### config.mk
export PLATFORM = sky130hd
export DESIGN_NAME = ripple_adder4
export DESIGN_NICKNAME = d
export VERILOG_FILES = /design/src/rtl/ripple_adder4.sv
export SDC_FILE = /design/constraint.sdc
export NUM_CORES = 1
export LEC_CHECK = 0
export BUFFER_PORTS_ARGS = -buffer_cell sky130_fd_sc_hd__buf_2
export CAP_MARGIN = 30
export CORE_AREA = 2 2 39 41
export CTS_CLUSTER_SIZE = 25
export DETAILED_ROUTE_END_ITERATION = 12
export DIE_AREA = 0 0 41 43
export PLACE_DENSITY_LB_ADDON = 0.15
export SYNTH_ARGS = -nofsm -noshare
export SYNTH_HDL_FRONTEND = slang
export SYNTH_SLANG_ARGS = --single-unit
### constraint.sdc
create_clock -name clk -period 5.9 [get_ports clk]
set_input_delay 0.885 -clock clk [delete_from_list [all_inputs] [get_ports clk]]
set_output_delay 0.885 -clock clk [all_outputs]
set_load 0.05 [all_outputs]
### src/rtl/ripple_adder4.sv
// Registered WIDTH-bit ripple-carry adder built from explicit
// full-adder cells; one-cycle latency with a valid tag.

// Single-bit full-adder cell: sum and majority carry.
module ripple_adder4_fa (
    input  logic i_a,
    input  logic i_b,
    input  logic i_c,
    output logic o_s,
    output logic o_c
);
    assign o_s = i_a ^ i_b ^ i_c;
    assign o_c = (i_a & i_b) | (i_a & i_c) | (i_b & i_c);
endmodule

module ripple_adder4 #(
    parameter int WIDTH = 4
) (
    input  logic             clk,
    input  logic             rst_n,
    input  logic [WIDTH-1:0] a,
    input  logic [WIDTH-1:0] b,
    input  logic             cin,
    input  logic             in_valid,
    output logic [WIDTH-1:0] sum,
    output logic             cout,
    output logic             out_valid
);

    logic [WIDTH:0]   w_c;
    logic [WIDTH-1:0] w_s;

    logic [WIDTH-1:0] r_sum;
    logic             r_cout;
    logic             r_valid;

    assign w_c[0] = cin;

    // Carry ripples bit 0 upward through one cell per bit.
    for (genvar gi = 0; gi < WIDTH; gi++) begin : g_fa
        ripple_adder4_fa u_fa (
            .i_a (a[gi]),
            .i_b (b[gi]),
            .i_c (w_c[gi]),
            .o_s (w_s[gi]),
            .o_c (w_c[gi+1])
        );
    end

    // Capture the chain result on valid; reset dominates any valid.
    always_ff @(posedge clk) begin
        if (!rst_n) begin
            r_sum   <= '0;
            r_cout  <= 1'b0;
            r_valid <= 1'b0;
        end else begin
            r_valid <= in_valid;
            if (in_valid) begin
                r_sum  <= w_s;
                r_cout <= w_c[WIDTH];
            end
        end
    end

    assign sum       = r_sum;
    assign cout      = r_cout;
    assign out_valid = r_valid;

endmodule

==> impl_metrics.tcl <==
set metrics [dict create \
    hold_violations 0 \
    leakagePower_uw 0.000258 \
    synth-seq-area-share_pct 37.6 \
    synthesis.area_sq_um 319 \
    synth_largest_area_cell "dfxtp_1" \
    p_switching_uw 36.8 \
    status "complete, no violations" \
    peakVddDrop_uv 94.8 \
    h-tree-depth 1 \
    rsz0062_at_grt "false" \
    detail_route.wl_per_cell_um 8.77 \
    critPathLaunch "a[0]" \
    io_buffers 17 \
    first_pass_iters 2 \
    pwr-share-clk_pct 31.6 \
    postCtsHoldBufs 0 \
    diodes 0 \
    grt_pass1_vias 235 \
    p_comb_share_pct 28.6 \
    cts_setup_buffers 0 \
    critPathCaptureType "flip-flop" \
    synth_cell_type_count 9 \
    setup_ws_ps 3410 \
    cts_resized 0 \
    final_common_cell "buf_2" \
    insertion_delay_ps 240 \
    netlist_instances 29 \
    clk_path_buf_depth 2 \
    final_cell_mix "buf_2 (17), inv_1 (7), dfxtp_1 (6)" \
    finalCritPeriodShare_pct 42.1 \
    grt_pass1_wl_um 890 \
    die_y_um 43 \
    regToRegSetupSlack_ps 5270 \
    rr_startpoint "sum[3]$_SDFFE_PN0P_" \
    p_sw_share_pct 31.9 \
    max_slew_margin_pct 83.4 \
    antenna_found_initial 0 \
    final_antenna_net_count 0 \
    clock_sinks 6 \
    worstPathArrival_ps 2670 \
    drc 0 \
    cts_root_buf "clkbuf_4" \
    layout-drive-gt1-share_pct 43.8 \
    worst_pin_slew_ps 250 \
    start_kind "input port" \
    hp-class "reg2reg" \
    reg2reg_to "sum[3]$_SDFFE_PN0P_" \
    p_seq_share_pct 39.8 \
    synth_seq_cells 6 \
    overflow 0 \
    synthTopCellsByArea "dfxtp_1 (38%), fa_1 (25%), o211a_1 (9.4%), inv_1 (8.2%), mux2i_1 (6.3%)" \
    fmax_mhz 402 \
    dieArea_sq_um 1760 \
    rows 14 \
    io_pins 18 \
    crit_fanout 1 \
    critPathKind "in2reg" \
    required_ps 6080 \
    gp_congestion 0.523 \
    vias 254 \
    skew_ps 0 \
    vias_per_cell 3.97 \
    slew_viol_final 0 \
    cap_viol_max_count 0 \
    period_needed_ps 2490 \
    fp.coreArea_sq_um 1380 \
    cts_tree "built" \
    grt_max_degree 10 \
    grt_usage_pct 8.38 \
    nets 66 \
    yosysWarnings 0 \
    postSynthAreaPerCell_sq_um 11.0 \
    crit_end "sum[3]$_SDFFE_PN0P_" \
    synth_nets 45 \
    start_util_pct 23.1 \
    power.internal_uw 78.5 \
    areaGrowthSynthToFinish_pct 36.5 \
    clk_pin_slew_ps 40 \
    finalPower_uw 115 \
    finalSetupTns_ps 0 \
    reg2regPathDepth 1 \
    post-place-ws_ps 3150 \
    setup_viol 0 \
    routed_wl_um 561 \
    worstHoldPathCells 1 \
    power_density_nw_per_um2 265 \
    cts_made_buffers 3 \
    die_w_um 41 \
    netlist.area_leader.share_pct 37.6 \
    drt_iter0_drc 1 \
]
==> layout make-up <==
cell class,count,area (sq um)
flip-flops and latches,6,120
multi-input cells,15,161
fillers,152,948
repair buffers,17,85.1
inverters,7,26.3
clock buffers,3,22.5
well taps,16,20.0
==> power groups by stage <==
stage | Combinational [uW] | Clock, uW | Sequential, uW
detailed placement | 33.5 | 0 | 46.6
finish | 32.9 | 36.4 | 45.9
floorplan | 11.3 | 0 | 59.4
global placement | 33.6 | 0 | 46.6
CTS | 33.6 | 38.8 | 45.9
global route | 35.8 | 42.3 | 46.5
==> registers in the layout, indices dropped and copies added (netlist names) <==
signal,flops
sum,4
cout,1
out_valid,1
==> worst max-delay path: stages <==
cell,delay (ps)
buf_2,90
inv_1,70
fa_1,160
inv_1,40
fa_1,370
fa_1,370
inv_1,80
fa_1,400
nand2_1,80
o211a_1,130
==> cells by family (layout without fill, tap and decap cells) <==
family	after synthesis	after routing	synth area share [%]
compound gates	3	3	9.41
fa+ha+maj	4	4	25.1
buf+inv	8	27	11.8
flops	6	6	37.6
mux	2	2	6.27
simple gates	6	6	9.80
==> synth_stat cells, drive strengths merged <==
library cell  count
o211a             3
nand2             3
mux2i             2
dfxtp             6
and2              1
nor2b             2
buf               1
fa                4
inv               7
==> routing by layer <==
| metal | wire length [um] | up-vias | GRT usage (%) |
|---|---|---|---|
| met5 | 0 | - | 0 |
| met4 | 0 | 0 | 4.00 |
| met3 | 68 | 0 | 7.85 |
| met2 | 264 | 11 | 10.9 |
| met1 | 228 | 116 | 8.85 |
| li1 | - | 127 | - |
==> metrics by stage <==
stage	instance area, sq um	util, %	cells	hold slack, ps
finish	435	31.5	64	469
global placement	413	29.8	61	460
global route	435	31.5	64	510
CTS	435	31.5	64	475
floorplan	319	-	29	743
detailed placement	413	29.8	61	465
==> worst min path at each step <==
stage,start,endpoint,slack (ps)
3_5_place_dp,sum[0]$_SDFFE_PN0P_,sum[0]$_SDFFE_PN0P_,460
6_report,sum[0]$_SDFFE_PN0P_,sum[0]$_SDFFE_PN0P_,470
4_1_cts,sum[0]$_SDFFE_PN0P_,sum[0]$_SDFFE_PN0P_,470
2_1_floorplan,sum[1]$_SDFFE_PN0P_,sum[1]$_SDFFE_PN0P_,740
5_1_grt,sum[0]$_SDFFE_PN0P_,sum[0]$_SDFFE_PN0P_,510
3_3_place_gp,sum[0]$_SDFFE_PN0P_,sum[0]$_SDFFE_PN0P_,460
No activity file was read; power rests on OpenSTA's default activity.
